<file path="src/rtl/uart_transmitter_fifo.sv">
// 8N1 UART transmitter fed by a FIFO.
// Baud timing comes from a fractional phase accumulator shared with the receiver.
module uart_transmitter_fifo #(
  parameter int bitDepth = 11,
  parameter int adder = 151,
  parameter int addrWidth = 4
) (
  input  logic                 i_clk,
  input  logic                 i_reset,
  input  logic [7:0]           i_8_data,
  input  logic                 i_write,
  output logic                 o_full,
  output logic [addrWidth:0]   o_count,
  output logic                 o_overflow,
  output logic                 o_busy,
  output logic                 o_tx
);

  localparam int Depth = 1 << addrWidth;
  localparam logic [addrWidth:0] DepthW = (addrWidth+1)'(Depth);
  localparam logic [bitDepth-1:0] Step = bitDepth'(adder);

  typedef enum logic [1:0] {IDLE, START, DATA, STOP} state_t;

  state_t               state;
  logic [7:0]           mem [Depth];
  logic [addrWidth-1:0] wr_ptr;
  logic [addrWidth-1:0] rd_ptr;
  logic [bitDepth-1:0]  acc;
  logic [bitDepth:0]    sum;
  logic [7:0]           shift;
  logic [7:0]           head;
  logic [2:0]           idx;
  logic [addrWidth:0]   count_nxt;
  logic                 tick;
  logic                 wr;
  logic                 pop;
  logic                 have;
  logic                 go_idle;
  logic                 at_end;

  assign sum = {1'b0, acc} + {1'b0, Step};
  assign tick = sum[bitDepth];
  assign have = o_count != '0;
  assign wr = i_write & ~o_full;
  assign at_end = (state == IDLE) | ((state == STOP) & tick);
  assign pop = have & at_end;
  assign go_idle = ~have & at_end;
  assign head = mem[rd_ptr];
  assign count_nxt = o_count + (addrWidth+1)'(wr)
                   - (addrWidth+1)'(pop);

  always_ff @(posedge i_clk) begin
    if (wr) mem[wr_ptr] <= i_8_data;
  end

  always_ff @(posedge i_clk or negedge i_reset) begin
    if (!i_reset) begin
      wr_ptr     <= '0;
      rd_ptr     <= '0;
      o_count    <= '0;
      o_full     <= 1'b0;
      o_overflow <= 1'b0;
      o_busy     <= 1'b0;
    end else begin
      if (wr) wr_ptr <= wr_ptr + addrWidth'(1);
      if (pop) rd_ptr <= rd_ptr + addrWidth'(1);
      o_count <= count_nxt;
      o_full  <= count_nxt == DepthW;
      if (i_write & o_full) o_overflow <= 1'b1;
      o_busy <= ~go_idle | (count_nxt != '0);
    end
  end

  // acc is zeroed on every pop so each frame's start bit is full length
  always_ff @(posedge i_clk or negedge i_reset) begin
    if (!i_reset) begin
      state <= IDLE;
      acc   <= '0;
      shift <= '0;
      idx   <= '0;
      o_tx  <= 1'b1;
    end else begin
      unique case (state)
        IDLE: begin
          o_tx <= 1'b1;
          if (have) begin
            shift <= head;
            acc   <= '0;
            state <= START;
            o_tx  <= 1'b0;
          end
        end
        START: begin
          acc <= sum[bitDepth-1:0];
          if (tick) begin
            state <= DATA;
            idx   <= '0;
            o_tx  <= shift[0];
          end
        end
        DATA: begin
          acc <= sum[bitDepth-1:0];
          if (tick) begin
            shift <= {1'b0, shift[7:1]};
            idx   <= idx + 3'd1;
            if (idx == 3'd7) begin
              state <= STOP;
              o_tx  <= 1'b1;
            end else begin
              o_tx <= shift[1];
            end
          end
        end
        STOP: begin
          acc <= sum[bitDepth-1:0];
          if (tick) begin
            if (have) begin
              shift <= head;
              acc   <= '0;
              state <= START;
              o_tx  <= 1'b0;
            end else begin
              state <= IDLE;
              o_tx  <= 1'b1;
            end
          end
        end
        default: state <= IDLE;
      endcase
    end
  end

endmodule

</file>
<file path="config.mk">
export PLATFORM = sky130hd
export DESIGN_NAME = uart_transmitter_fifo
export DESIGN_NICKNAME = d
export VERILOG_FILES = /design/src/rtl/uart_transmitter_fifo.sv
export SDC_FILE = /design/constraint.sdc
export NUM_CORES = 1
export LEC_CHECK = 0
export BUFFER_PORTS_ARGS = -buffer_cell sky130_fd_sc_hd__buf_4
export CORE_UTILIZATION = 55
export CTS_CLUSTER_SIZE = 24
export DETAILED_ROUTE_END_ITERATION = 7
export GPL_ROUTABILITY_DRIVEN = 0
export PLACE_DENSITY = 0.82
export SETUP_SLACK_MARGIN = 0.5
export SYNTH_ARGS = -nofsm -noshare
export SYNTH_HDL_FRONTEND = slang
export SYNTH_SLANG_ARGS = --single-unit
</file>
<file path="constraint.sdc">
create_clock -name i_clk -period 4.6 [get_ports i_clk]
set_clock_uncertainty 0.2 [all_clocks]
set_input_delay 0.69 -clock i_clk [delete_from_list [all_inputs] [get_ports i_clk]]
set_output_delay 0.69 -clock i_clk [all_outputs]
set_load 0.005 [all_outputs]
</file>
==> Yosys cells after proc, flatten, opt, wreduce, memory -nomap -nowiden <==
Memory sizes are Yosys's and may differ from the RTL's.
Cells that the tools add are included.
{ "totals": {"input_bits": 11, "mem_count": 1, "elab_cells": 74, "regBits": 41, "ram_bits": 128, "out_inout_bits": 9} }
{ "classes": {"reduce_logical": 10, "n_bitwise": 10, "eq_ne": 10, "add_sub_neg": 6, "muxes": 26} }
{ "memory_table": {"columns": ["memory", "words", "width", "read_ports", "rd_clocked_by_memory_dff", "wr", "line", "source"], "rows": [
  ["mem", 16, 8, 1, 0, 1, "26", "logic [7:0] mem [Depth];"]
]} }
{ "op_table": {"columns": ["op", "n"], "rows": [
  ["2-to-1 mux 11 bit", 3],
  ["case mux 11 bit (3 select lines)", 1],
  ["2-to-1 mux 8 bit", 3],
  ["case mux 8 bit (3 select lines)", 1],
  ["adder 11 x 8 -> 12 bit (second input constant)", 1],
  ["2-to-1 mux 2 bit", 5],
  ["inequality test 2 bit (second input constant)", 5],
  ["nonzero test 5 bit", 2],
  ["AND reduction 3 bit", 3],
  ["adder 4 x 1 -> 4 bit (second input constant)", 2],
  ["2-to-1 mux 1 bit", 8],
  ["case mux 2 bit (4 select lines)", 1],
  ["2-to-1 mux 3 bit", 2],
  ["case mux 3 bit (2 select lines)", 1],
  ["adder 5 x 1 -> 5 bit", 1],
  ["AND 1 bit", 5],
  ["== test 5 bit (second input constant)", 1],
  ["AND reduction 5 bit", 1],
  ["subtractor 5 x 1 -> 5 bit", 1],
  ["== test 2 bit (second input constant)", 2],
  ["case mux 1 bit (4 select lines)", 1],
  ["adder 3 x 1 -> 3 bit (second input constant)", 1],
  ["== test 3 bit (second input constant)", 1],
  ["inverter 1 bit", 3],
  ["other kinds (6)", 7]
]} }

==> Logic depth before layout (Yosys ltp) <==
{ "logic_depth": {"word_depth": 7, "ltp_mapped": 14, "ltp_nobuf": 13} }

==> Worst setup path before layout <==
OpenSTA, ideal clock, no wires.
{ "synth_timing": {"path_kind": "reg-to-reg", "start": "register acc[1]", "end": "register o_busy", "path_slack_ns": 1.198, "arrival_ns": 3.071, "t_required_ns": 4.269, "stages_incl_launch_ff": 12, "period_less_slack_ns": 3.402, "setup_ns": 0.131, "n_path_buf": 0, "cell_sequence": "dfrtp_1 nor3_2 o21ai_2 a31oi_1 nor2_2 ha_1 inv_1 ha_1 fa_1 xor2_1 or4_1 or3_1"} }
{ "synth_via": {"elab_chain_len": 7, "word_cells_on_any_way": 9, "cone_classes": "add/sub (2); bitwise (6); reduce/logical (1)"} }
{ "synth_rtl": {"columns": ["element", "line", "source"], "rows": [
  ["start, declared", "29", "logic [bitDepth-1:0] acc;"],
  ["start signal, assigned", "95", "acc <= sum[bitDepth-1:0];"],
  ["start signal, assigned", "103", "acc <= sum[bitDepth-1:0];"],
  ["start signal, assigned", "116", "acc <= sum[bitDepth-1:0];"],
  ["adder 11 x 8 -> 12 bit", "42", "assign sum = {1'b0, acc} + {1'b0, Step};"],
  ["AND 1 bit", "46", "assign at_end = (state == IDLE) | ((state == STOP) & tick);"],
  ["bitwise OR 1 bit", "46", null],
  ["AND 1 bit", "47", "assign pop = have & at_end;"],
  ["via pop", "37", "logic pop;"],
  ["subtractor 5 x 1 -> 5 bit", "51", "- (addrWidth+1)'(pop);"],
  ["via count_nxt[2]", "34", "logic [addrWidth:0] count_nxt;"],
  ["nonzero test 5 bit", "71", "o_busy <= ~go_idle | (count_nxt != '0);"],
  ["bitwise OR 1 bit", "71", null],
  ["end signal, assigned", "71", null],
  ["end, declared", "15", "output logic o_busy,"]
]} }
The timed path passes the listed nets, and every way through them passes these cells.
A chain may end at the register's enable or synchronous reset.

==> Worst setup path after layout <==
Ends and elaborated chain as after synthesis.

==> results by group <==
Status
  • Status: completed

Detailed routing
  • Total Wirelength: 13.3 mm
  • Vias: 3909
  • Post-route ant nets: 0
  • DRC: 0
  • DR vias/cell: 6.06
  • Iter 0 DRT Violations: 320
  • DR pass1 iterations: 5
  • WL/cell: 20.7 um

STA
  • Max-Slew Margin vs Limit: 22.1%
  • Final Hold Vio Count: 0
  • Fmax: 0.271 GHz
  • Slew Limit Fails: 0
  • Slew @ Worst Pin: 1.17 ns
  • Final setup fails: 0
  • Worst Hold Slack: 0.0311 ns
  • RSZ-0062 raised after global routing: no
  • Final TNS setup: 0 ns
  • Minimum clock period: 3.69 ns
  • Final period util: 80.3%

Layout
  • Antenna diodes: 0
  • Most frequent cells in the layout: edfxtp_1 (128), dfrtp_1 (39), a21oi_1 (24)
  • Share of layout cells above drive strength 1: 18.6%
  • Nets: 492
  • # fillers: 875
  • Commonest non-fill, non-tap cell in the layout: edfxtp_1
  • Synth-to-layout area growth: 11.3%

Critical path
  • Critical path start-end classification: flop to flop
  • Slowest CP cell: or4_1
  • Worst Reg-to-Reg Cells: 11
  • Critical path launch point type: flop
  • CP Capture Type: flop
  • Max incr delay on CP: 0.48 ns
  • WP depth: 11
  • Crit path DAT: 3.80 ns
  • CP max FO: 4
  • Crit-path cells: nor3_2 -> o21ai_2 -> a31oi_1 -> nor2_2 -> ha_1 -> inv_1 -> ha_1 -> fa_1 -> xor2_1 -> or4_1 -> or3_1
  • Worst Path Required: 4.71 ns
  • Worst path most repeated cell: ha_1
  • Worst Path Buf+Inv: 1
  • Reg2reg setup slack: 0.91 ns
  • Crit-path leading delay family: simple AND/OR/NAND/NOR gates

CTS
  • Latest clock arrival within the worst-skew pair: 0.43 ns
  • # H-tree levels: 4
  • Clock tree from TritonCTS: done
  • Post-CTS sizing: 0
  • Root Driver: clkbuf_16
  • Num CTS Buffers: 17
  • Setup Buffers After CTS: 0
  • CTS sink count: 169
  • Clock slew at reported path FFs: 0.06 ns
  • CTS Buffer Depth: 2
  • Cts hold-fix bufs: 0

Place
  • HPWL after DPL: 8.61 mm
  • Port-buffer cells: 19

Logic synthesis
  • Yosys warnings: 0
  • Largest area contributor in the netlist: edfxtp_1
  • Mean Syn Cell Area: 16.8 sq um
  • Mapped Nets: 470
  • Post-Syn Area: 7340 sq um
  • Synth top area share: 52.3%
  • Mapped Cells: 438
  • Seq/Total Area, Yosys: 66.3%
  • Synth Register Bits: 169
  • Synth area leaders: edfxtp_1 (52%), dfrtp_1 (14%), mux4_1 (6.1%), mux4_2 (4.6%), ha_1 (3.4%)
  • Synth cell types: 56

Floorplan
  • Die height: 118 um
  • Starting density of the core: 57.3%
  • Die area: 13800 sq um
  • Chip width: 118 um
  • Total core area: 12800 sq um
  • Core Rows: 41
  • IO Pins: 20

Global route
  • Number of global-route vias before repair: 4039
  • Gr ovfl total: 0
  • First-pass GRT wire length: 21.6 mm
  • Gr usage total: 21.1%
  • Maximum number of pins on one net before global-route repair: 42
  • Initial antenna violation count: 0

Power
  • Peak supply drop: 0.334 mV
  • Leak: 0.00298 uW
  • PD cells: 468 nW/um^2

Worst hold path
  • Worst Hold Class: input pin to async pin

Run
  • Number of max-cap violations: 0
==> routing by layer <==
layer | routed length (um) | up-vias | track usage (%)
li1 | - | 1767 | -
met1 | 5700 | 2005 | 26.8
met2 | 6790 | 105 | 35.1
met3 | 536 | 32 | 4.31
met4 | 315 | 0 | 9.54
met5 | 0 | - | 0
==> per-stage QoR <==
stage	cell area, sq um	power, uW	util [%]	cells	setup slack, ns
CTS	8170	3850	63.7	645	0.882
global placement	7580	2410	59.1	613	0.988
detailed placement	7580	2430	59.1	613	0.915
finish	8170	3830	63.7	645	0.905
global route	8170	3980	63.7	645	0.717
floorplan	7340	2240	-	438	1.20
==> state kept, by name (all words and copies together) (netlist names) <==
register / count
idx: 3
rd_ptr: 4
shift: 8
mem: 128
o_tx: 1
o_full: 1
wr_ptr: 4
acc: 11
o_count: 5
o_busy: 1
state: 2
o_overflow: 1
==> synth_stat cells, drive strengths merged <==
| master | count |
|---|---|
| a21boi | 1 |
| a21o | 3 |
| a21oi | 27 |
| a221o | 1 |
| a221oi | 1 |
| a22o | 2 |
| a22oi | 17 |
| a31oi | 5 |
| a41oi | 1 |
| and2 | 19 |
| and3 | 3 |
| buf | 15 |
| clkbuf | 3 |
| dfrtp | 40 |
| dfstp | 1 |
| edfxtp | 128 |
| fa | 1 |
| ha | 20 |
| inv | 16 |
| mux2 | 4 |
| mux4 | 32 |
| nand2 | 17 |
| nand2b | 2 |
| nand3 | 17 |
| nand4 | 1 |
| nor2 | 14 |
| nor2b | 3 |
| nor3 | 4 |
| nor3b | 3 |
| nor4b | 1 |
| o211ai | 2 |
| o21a | 2 |
| o21ai | 7 |
| o21bai | 2 |
| o22a | 1 |
| o22ai | 2 |
| o41ai | 1 |
| or2 | 1 |
| or3 | 6 |
| or4 | 2 |
| xnor2 | 5 |
| xor2 | 5 |
==> area by class of cell <==
class / instances / area [sq um] / share of cell area [%]
well taps: 172 / 215 / 2.63
flip-flops and latches: 169 / 4870 / 59.6
inverters: 16 / 60.1 / 0.735
repair buffers: 21 / 158 / 1.93
multi-input cells: 235 / 2280 / 27.9
clock inverters: 14 / 161 / 1.97
clock buffers: 18 / 429 / 5.25
==> kinds of logic (layout without fill, tap and decap cells) <==
family | after synthesis | after routing | synth area share [%]
AO/OA/AOI/OAI | 75 | 75 | 7.74
XOR/XNOR | 10 | 10 | 1.19
adder cells (fa/ha/maj) | 21 | 21 | 3.68
buffers and inverters | 34 | 69 | 2.64
flip-flops | 169 | 169 | 66.3
multiplexers | 36 | 36 | 11.3
AND/OR/NAND/NOR | 93 | 93 | 7.07
==> path summary, 6_finish.rpt <==
| path | from | to |
|---|---|---|
| max | acc[1] | o_busy |
| min | i_reset | shift[2] |
| max reg2reg | acc[1] | o_busy |
| min reg2reg | o_overflow | o_overflow |
| max in group asynchronous | i_reset | rd_ptr[0] |
| min in group i_clk | o_overflow | o_overflow |
==> power by group <==
| group | total, uW | internal (uW) | switching (uW) | leakage [uW] |
|---|---|---|---|---|
| combinational | 505 | 216 | 290 | 0.00103 |
| sequential | 1900 | 1820 | 79.0 | 0.00166 |
| clock | 1420 | 814 | 605 | 0.000290 |
| total | 3830 | 2850 | 974 | 0.00298 |
Power figures use the tool's default switching activity.
